===== src/rtl/oled_spi_phy.sv =====
// PmodOLEDrgb (SSD1331) physical layer: power-up/reset sequencing plus a
// byte-wide SPI mode-3 transmitter with a latched D/C flag.
module oled_spi_phy #(
    parameter int CLK_DIV   = 8,
    parameter int PWR_WAIT  = 2_000_000,
    parameter int RST_PULSE = 300,
    parameter int RST_WAIT  = 300
) (
    input  logic       clk,
    input  logic       rst,
    input  logic       tx_valid,
    output logic       tx_ready,
    input  logic [7:0] tx_data,
    input  logic       tx_dc,
    input  logic       vcc_req,
    output logic       init_done,
    output logic       cs,
    output logic       mosi,
    output logic       sclk,
    output logic       dc,
    output logic       res_n,
    output logic       vcc_en,
    output logic       pmoden
);
    localparam int MAX_A = (PWR_WAIT > RST_PULSE) ? PWR_WAIT : RST_PULSE;
    localparam int MAX_B = (RST_WAIT > CLK_DIV) ? RST_WAIT : CLK_DIV;
    localparam int MAX_P = (MAX_A > MAX_B) ? MAX_A : MAX_B;
    localparam int CW    = $clog2(MAX_P) + 1;

    // PWR compares against PWR_WAIT (not -1): pmoden only rises on the first
    // edge after reset, so PWR spans one extra cycle to give PWR_WAIT of pmoden.
    localparam logic [CW-1:0] PWR_LAST     = CW'(PWR_WAIT);
    localparam logic [CW-1:0] RST_LO_LAST  = CW'(RST_PULSE - 1);
    localparam logic [CW-1:0] RST_REC_LAST = CW'(RST_WAIT - 1);
    localparam logic [CW-1:0] HALF_LAST    = CW'(CLK_DIV - 1);
    localparam logic [CW-1:0] CNT_ONE      = CW'(1);

    typedef enum logic [2:0] {
        ST_PWR,
        ST_RST_LO,
        ST_RST_REC,
        ST_IDLE,
        ST_SHIFT,
        ST_HOLD,
        ST_GAP
    } state_t;

    state_t          state_reg, state_next;
    logic [CW-1:0]   cnt_reg, cnt_next;
    logic [3:0]      half_reg, half_next;
    logic [6:0]      shift_reg, shift_next;
    logic            sclk_reg, sclk_next;
    logic            mosi_reg, mosi_next;
    logic            dc_reg, dc_next;
    logic            cs_reg, cs_next;
    logic            res_n_reg, res_n_next;
    logic            init_done_reg, init_done_next;
    logic            pmoden_reg;
    logic            vcc_en_reg;
    logic            cnt_done;
    logic            accept;

    always_comb begin
        cnt_done = 1'b0;
        case (state_reg)
            ST_PWR:                    cnt_done = (cnt_reg == PWR_LAST);
            ST_RST_LO:                 cnt_done = (cnt_reg == RST_LO_LAST);
            ST_RST_REC:                cnt_done = (cnt_reg == RST_REC_LAST);
            ST_SHIFT, ST_HOLD, ST_GAP: cnt_done = (cnt_reg == HALF_LAST);
            default:                   cnt_done = 1'b0;
        endcase
    end

    // Ready is raised in the last cycle of RST_REC/GAP so the accept lands on
    // the same edge that would enter IDLE, keeping the byte period at 18*CLK_DIV.
    assign tx_ready = (state_reg == ST_IDLE) ||
                      (cnt_done && (state_reg == ST_RST_REC || state_reg == ST_GAP));
    assign accept   = tx_valid && tx_ready;

    always_comb begin
        state_next     = state_reg;
        cnt_next       = cnt_reg;
        half_next      = half_reg;
        shift_next     = shift_reg;
        sclk_next      = sclk_reg;
        mosi_next      = mosi_reg;
        dc_next        = dc_reg;
        cs_next        = cs_reg;
        res_n_next     = res_n_reg;
        init_done_next = init_done_reg;
        case (state_reg)
            ST_PWR: begin
                if (cnt_done) begin
                    state_next = ST_RST_LO;
                    cnt_next   = '0;
                    res_n_next = 1'b0;
                end else begin
                    cnt_next = cnt_reg + CNT_ONE;
                end
            end
            ST_RST_LO: begin
                if (cnt_done) begin
                    state_next = ST_RST_REC;
                    cnt_next   = '0;
                    res_n_next = 1'b1;
                end else begin
                    cnt_next = cnt_reg + CNT_ONE;
                end
            end
            ST_RST_REC: begin
                if (cnt_done) begin
                    state_next     = ST_IDLE;
                    cnt_next       = '0;
                    init_done_next = 1'b1;
                end else begin
                    cnt_next = cnt_reg + CNT_ONE;
                end
            end
            ST_IDLE: begin
            end
            ST_SHIFT: begin
                if (cnt_done) begin
                    cnt_next = '0;
                    if (!half_reg[0]) begin
                        // Falling edge: present the next bit (bit 7 is already out).
                        sclk_next = 1'b0;
                        half_next = half_reg + 4'd1;
                        if (half_reg != 4'd0) begin
                            mosi_next  = shift_reg[6];
                            shift_next = {shift_reg[5:0], 1'b0};
                        end
                    end else if (half_reg == 4'd15) begin
                        sclk_next  = 1'b1;
                        half_next  = '0;
                        state_next = ST_HOLD;
                    end else begin
                        sclk_next = 1'b1;
                        half_next = half_reg + 4'd1;
                    end
                end else begin
                    cnt_next = cnt_reg + CNT_ONE;
                end
            end
            ST_HOLD: begin
                if (cnt_done) begin
                    state_next = ST_GAP;
                    cnt_next   = '0;
                    cs_next    = 1'b1;
                end else begin
                    cnt_next = cnt_reg + CNT_ONE;
                end
            end
            ST_GAP: begin
                if (cnt_done) begin
                    state_next = ST_IDLE;
                    cnt_next   = '0;
                end else begin
                    cnt_next = cnt_reg + CNT_ONE;
                end
            end
            default: state_next = ST_PWR;
        endcase

        if (accept) begin
            state_next = ST_SHIFT;
            cnt_next   = '0;
            half_next  = '0;
            shift_next = tx_data[6:0];
            mosi_next  = tx_data[7];
            dc_next    = tx_dc;
            cs_next    = 1'b0;
            sclk_next  = 1'b1;
        end
    end

    always_ff @(posedge clk or posedge rst) begin
        if (rst) begin
            state_reg     <= ST_PWR;
            cnt_reg       <= '0;
            half_reg      <= '0;
            shift_reg     <= '0;
            sclk_reg      <= 1'b1;
            mosi_reg      <= 1'b0;
            dc_reg        <= 1'b0;
            cs_reg        <= 1'b1;
            res_n_reg     <= 1'b1;
            init_done_reg <= 1'b0;
            pmoden_reg    <= 1'b0;
            vcc_en_reg    <= 1'b0;
        end else begin
            state_reg     <= state_next;
            cnt_reg       <= cnt_next;
            half_reg      <= half_next;
            shift_reg     <= shift_next;
            sclk_reg      <= sclk_next;
            mosi_reg      <= mosi_next;
            dc_reg        <= dc_next;
            cs_reg        <= cs_next;
            res_n_reg     <= res_n_next;
            init_done_reg <= init_done_next;
            pmoden_reg    <= 1'b1;
            vcc_en_reg    <= vcc_req && init_done_reg;
        end
    end

    assign init_done = init_done_reg;
    assign cs        = cs_reg;
    assign mosi      = mosi_reg;
    assign sclk      = sclk_reg;
    assign dc        = dc_reg;
    assign res_n     = res_n_reg;
    assign vcc_en    = vcc_en_reg;
    assign pmoden    = pmoden_reg;
endmodule


===== config.mk =====
export PLATFORM = sky130hd
export DESIGN_NAME = oled_spi_phy
export DESIGN_NICKNAME = d
export VERILOG_FILES = /design/src/rtl/oled_spi_phy.sv
export SDC_FILE = /design/constraint.sdc
export NUM_CORES = 1
export LEC_CHECK = 0
export CAP_MARGIN = 5
export CORE_ASPECT_RATIO = 0.9
export CORE_MARGIN = 2
export CORE_UTILIZATION = 60
export CTS_CLUSTER_DIAMETER = 150
export DETAILED_ROUTE_END_ITERATION = 8
export GPL_TIMING_DRIVEN = 0
export PLACE_DENSITY = 0.93
export SYNTH_ARGS = -nofsm -noshare
export SYNTH_HDL_FRONTEND = slang
export SYNTH_SLANG_ARGS = --single-unit

===== constraint.sdc =====
create_clock -name clk -period 5 [get_ports clk]
set_input_delay 1.25 -clock clk [delete_from_list [all_inputs] [get_ports clk]]
set_output_delay 1.25 -clock clk [all_outputs]
set_load 0.05 [all_outputs]

==> summary.txt <==
Cells and area
  – Layout cells sized above 1: 9.121%
  – Area growth syn-to-layout: 14.39%
  – Antenna Diode Count: 0
  – Layout net count: 322
  – Max reg flops: 22
  – Fill count: 307

Power
  – Max IR drop VDD: 0.0002139 V
  – Cell leakage power: 0.001170 uW
  – Clk pwr share: 39.6%
  – Int Power: just under 500 uW
  – Seq pwr share: 57.2%
  – PD cells: 212.2 nW/um^2
  – Net Switching: 131.4 uW
  – Sw frac: 21.10%
  – Combinational power share: 3.3%

Drt
  – Drt drc: 0
  – Via-per-instance ratio: 6.335
  – Via count: 2249
  – First-pass DRT Iterations: 4
  – Drt wl/cell: 16.65 um
  – Starting DRT DRC Count: 248
  – Antenna Nets Post-Route: 0
  – WL final: 5911 um

Critical path
  – Path depth of the worst reg2reg path: 6
  – Worst setup SP type: flip-flop
  – Worst R2R Start: cnt_reg[19]$_DFFE_PP0P_
  – WP data arrival: 3.54 ns
  – CP Max Fanout: 10
  – Crit Path Class: flip-flop to output port
  – R2R Path End: dc$_DFFE_PP0N_
  – Worst R2R Setup Slack: 1.95 ns
  – Worst path required time: 3.75 ns
  – Critical Path End Type: output port

Placement
  – Final RePlAce weighted congestion: a little under 1
  – Dpl ws: 0.3617 ns
  – Detailed Place HPWL: about 4200 um
  – IO Port Bufs: 21

Logic synthesis
  – Synth top cells by count: dfrtp_1 (41), nor2_1 (35), nand2_1 (33), nand3_1 (14), o21ai_0 (12)
  – Ys Warns: 0
  – Mean Syn Cell Area: 9.226 sq um
  – Most frequent cell after synthesis: dfrtp_1
  – Synth top area share: between 30% and 40%
  – Mapped Area: 2565 sq um
  – Synth area leaders: dfrtp_1 (40%), nor2_1 (5.1%), nand2_1 (4.8%)
  – Yosys reg bits: 44
  – Syn Inst Count: 278
  – Post-synth ARST share: 100.0%
  – Synthesized net count: a little under 300
  – Post-synth EDFFs: 0
  – Ys flop type: dfrtp_1
  – Post-synthesis sequential area ratio: 43.07%
  – Number of distinct library cells after synthesis: 52
  – Largest area contributor in the netlist: dfrtp_1

STA
  – Period minus WS final: 4.785 ns
  – Least-Margin Pin Slew: 0.9043 ns
  – PnR worst setup slack: 0.2148 ns
  – Fmax: 209.0 MHz
  – RSZ-0062 raised after global routing: false
  – Hold_ws: 0.5211 ns
  – Relative slew slack: 39.63%
  – Final period util: 95.71%
  – Worst Skew: 0.003895 ns
  – Setup TNS Final: 0 ns
  – Final setup viols: 0
  – Final Slew Violations: 0
  – Fin. Hold Viols: 0

Floorplan
  – Die Area: 4815 sq um
  – Die Span Y: 66.03 um
  – Die width: ~73 um
  – Io pins: 22
  – Starting density of the core: a little over three fifths
  – FP Rows: 22
  – Core ar.: 4101 sq um

CTS
  – CTS H-Tree Depth: 2
  – Sink Count: 44
  – Worst-path clk slew: 0.08 ns
  – Total CTS buffers: 5
  – Clk buf depth: 2
  – Root buf cell: clkbuf_8
  – Cts hold-fix bufs: 0
  – CTS tree: yes
  – Worst-Skew Late Latency: approximately 0.30 ns

Job
  – Max_cap viols: 0

GRT
  – First-pass GRT wire length: 10190 um
  – Antenna violations before repair: 0
  – GRT Residual Overflow: 0
  – Gr usage total: 27.97%
  – Vias in the first global route: ~2200
  – Largest net degree at the start of global routing: 45

Min path
  – Hold-critical path depth: 1
  – HP Start: dc$_DFFE_PP0N_
  – Worst Hold Class: flip-flop to flip-flop
  – Worst Hold End: dc$_DFFE_PP0N_

Status
  – Status: finished, final reports clean
## metrics by stage
stage,utilization [%],power (uW),std cells,cell area [sq um]
2_1_floorplan,-,370.2,278,2565
3_3_place_gp,69.13,383.6,347,2835
3_5_place_dp,69.13,383.9,347,2835
4_1_cts,71.54,627.5,355,2934
5_1_grt,71.54,643.4,355,2934
6_report,71.54,622.7,355,2934
## per-layer routing
metal | up-vias | part of all wire (%) | track usage, %
met1 | 1088 | 43 | 39.52
met2 | 88 | 48 | 42.27
li1 | 1059 | - | -
met3 | 14 | 7.2 | 7.012
met4 | 0 | 1.9 | 9.259
met5 | - | 0 | 0
## area by class of cell
cell class	count	area (sq um)	share of cell area, %
Sequential cell	44	1105	37.65
Buffer	12	56.30	1.919
Multi-Input combinational cell	215	1378	46.95
Clock buffer	8	100.1	3.412
Tap cell	48	60.06	2.047
Timing Repair Buffer	21	209.0	7.122
Inverter	7	26.28	0.8955
## critical path, stage by stage (launching register included)
cell	delay, ns
dfrtp_1	0.44
or4_1	0.56
or4_4	0.53
o41ai_4	0.49
nand2_1	0.24
buf_2	0.26
o22ai_1	0.15
dlygate4sd2_1	0.56
## kinds of logic (layout without fill, tap and decap cells)
kind of cell,count (synthesis),in the layout,share of synthesized area (%)
AND/OR/NAND/NOR,122,122,23.41
AO/OA/AOI/OAI,63,63,19.46
flip-flops,44,44,43.07
XOR/XNOR,22,22,7.512
buffers and inverters,19,48,3.220
multiplexers,4,4,1.707
adder cells (fa/ha/maj),3,3,1.464
other,1,1,0.1462
## worst max-delay path by stage
stage                                 start       end  slack, ns
floorplan           cnt_reg[19]$_DFFE_PP0P_  tx_ready       0.79
global placement    cnt_reg[19]$_DFFE_PP0P_  tx_ready       0.38
detailed placement  cnt_reg[19]$_DFFE_PP0P_  tx_ready       0.36
CTS                 cnt_reg[19]$_DFFE_PP0P_  tx_ready       0.26
global route        cnt_reg[19]$_DFFE_PP0P_  tx_ready       0.12
finish              cnt_reg[19]$_DFFE_PP0P_  tx_ready       0.21
## cells in the final DEF, fill, tap and decap left out, types with 2 or more instances in the layout
cell type        count
nor2b_1              2
xnor2_1             11
buf_2                3
ha_1                 3
o211ai_1             2
clkdlybuf4s50_1     20
nand3_1             14
xor2_1              11
and3_1               5
a21oi_1              9
a21oi_2              3
nand4_1              4
nor4_1               3
dfrtp_1             41
a32o_1               2
and4_1               3
nor3b_1              3
or4_1                2
a22o_1               7
nand2_1             33
o21ai_0             12
a211oi_1             3
clkbuf_8             7
nor3_1               9
mux2_2               3
nor2_1              35
o2111ai_1            2
inv_1                6
and2_1               3
clkbuf_1             9
dfstp_2              3
o21a_1               2
nand2b_1             2
a221oi_1             7
o31ai_1              2
## power groups by stage
stage / Combinational (uW) / Sequential (uW) / Clock (uW)
2_1_floorplan: 5.55 / 365 / 0
3_3_place_gp: 20.4 / 363 / 0
3_5_place_dp: 20.8 / 363 / 0
4_1_cts: 20.8 / 356 / 250
5_1_grt: 22.5 / 356 / 265
6_report: 20.3 / 356 / 246
## repair_timing
item | 4_1_cts | 5_1_grt
endpoints found under the setup margin | 1 | 0
setup buffers | 0 | 0
resized for setup | 1 | 0
No activity file was read; power rests on OpenSTA's default activity.
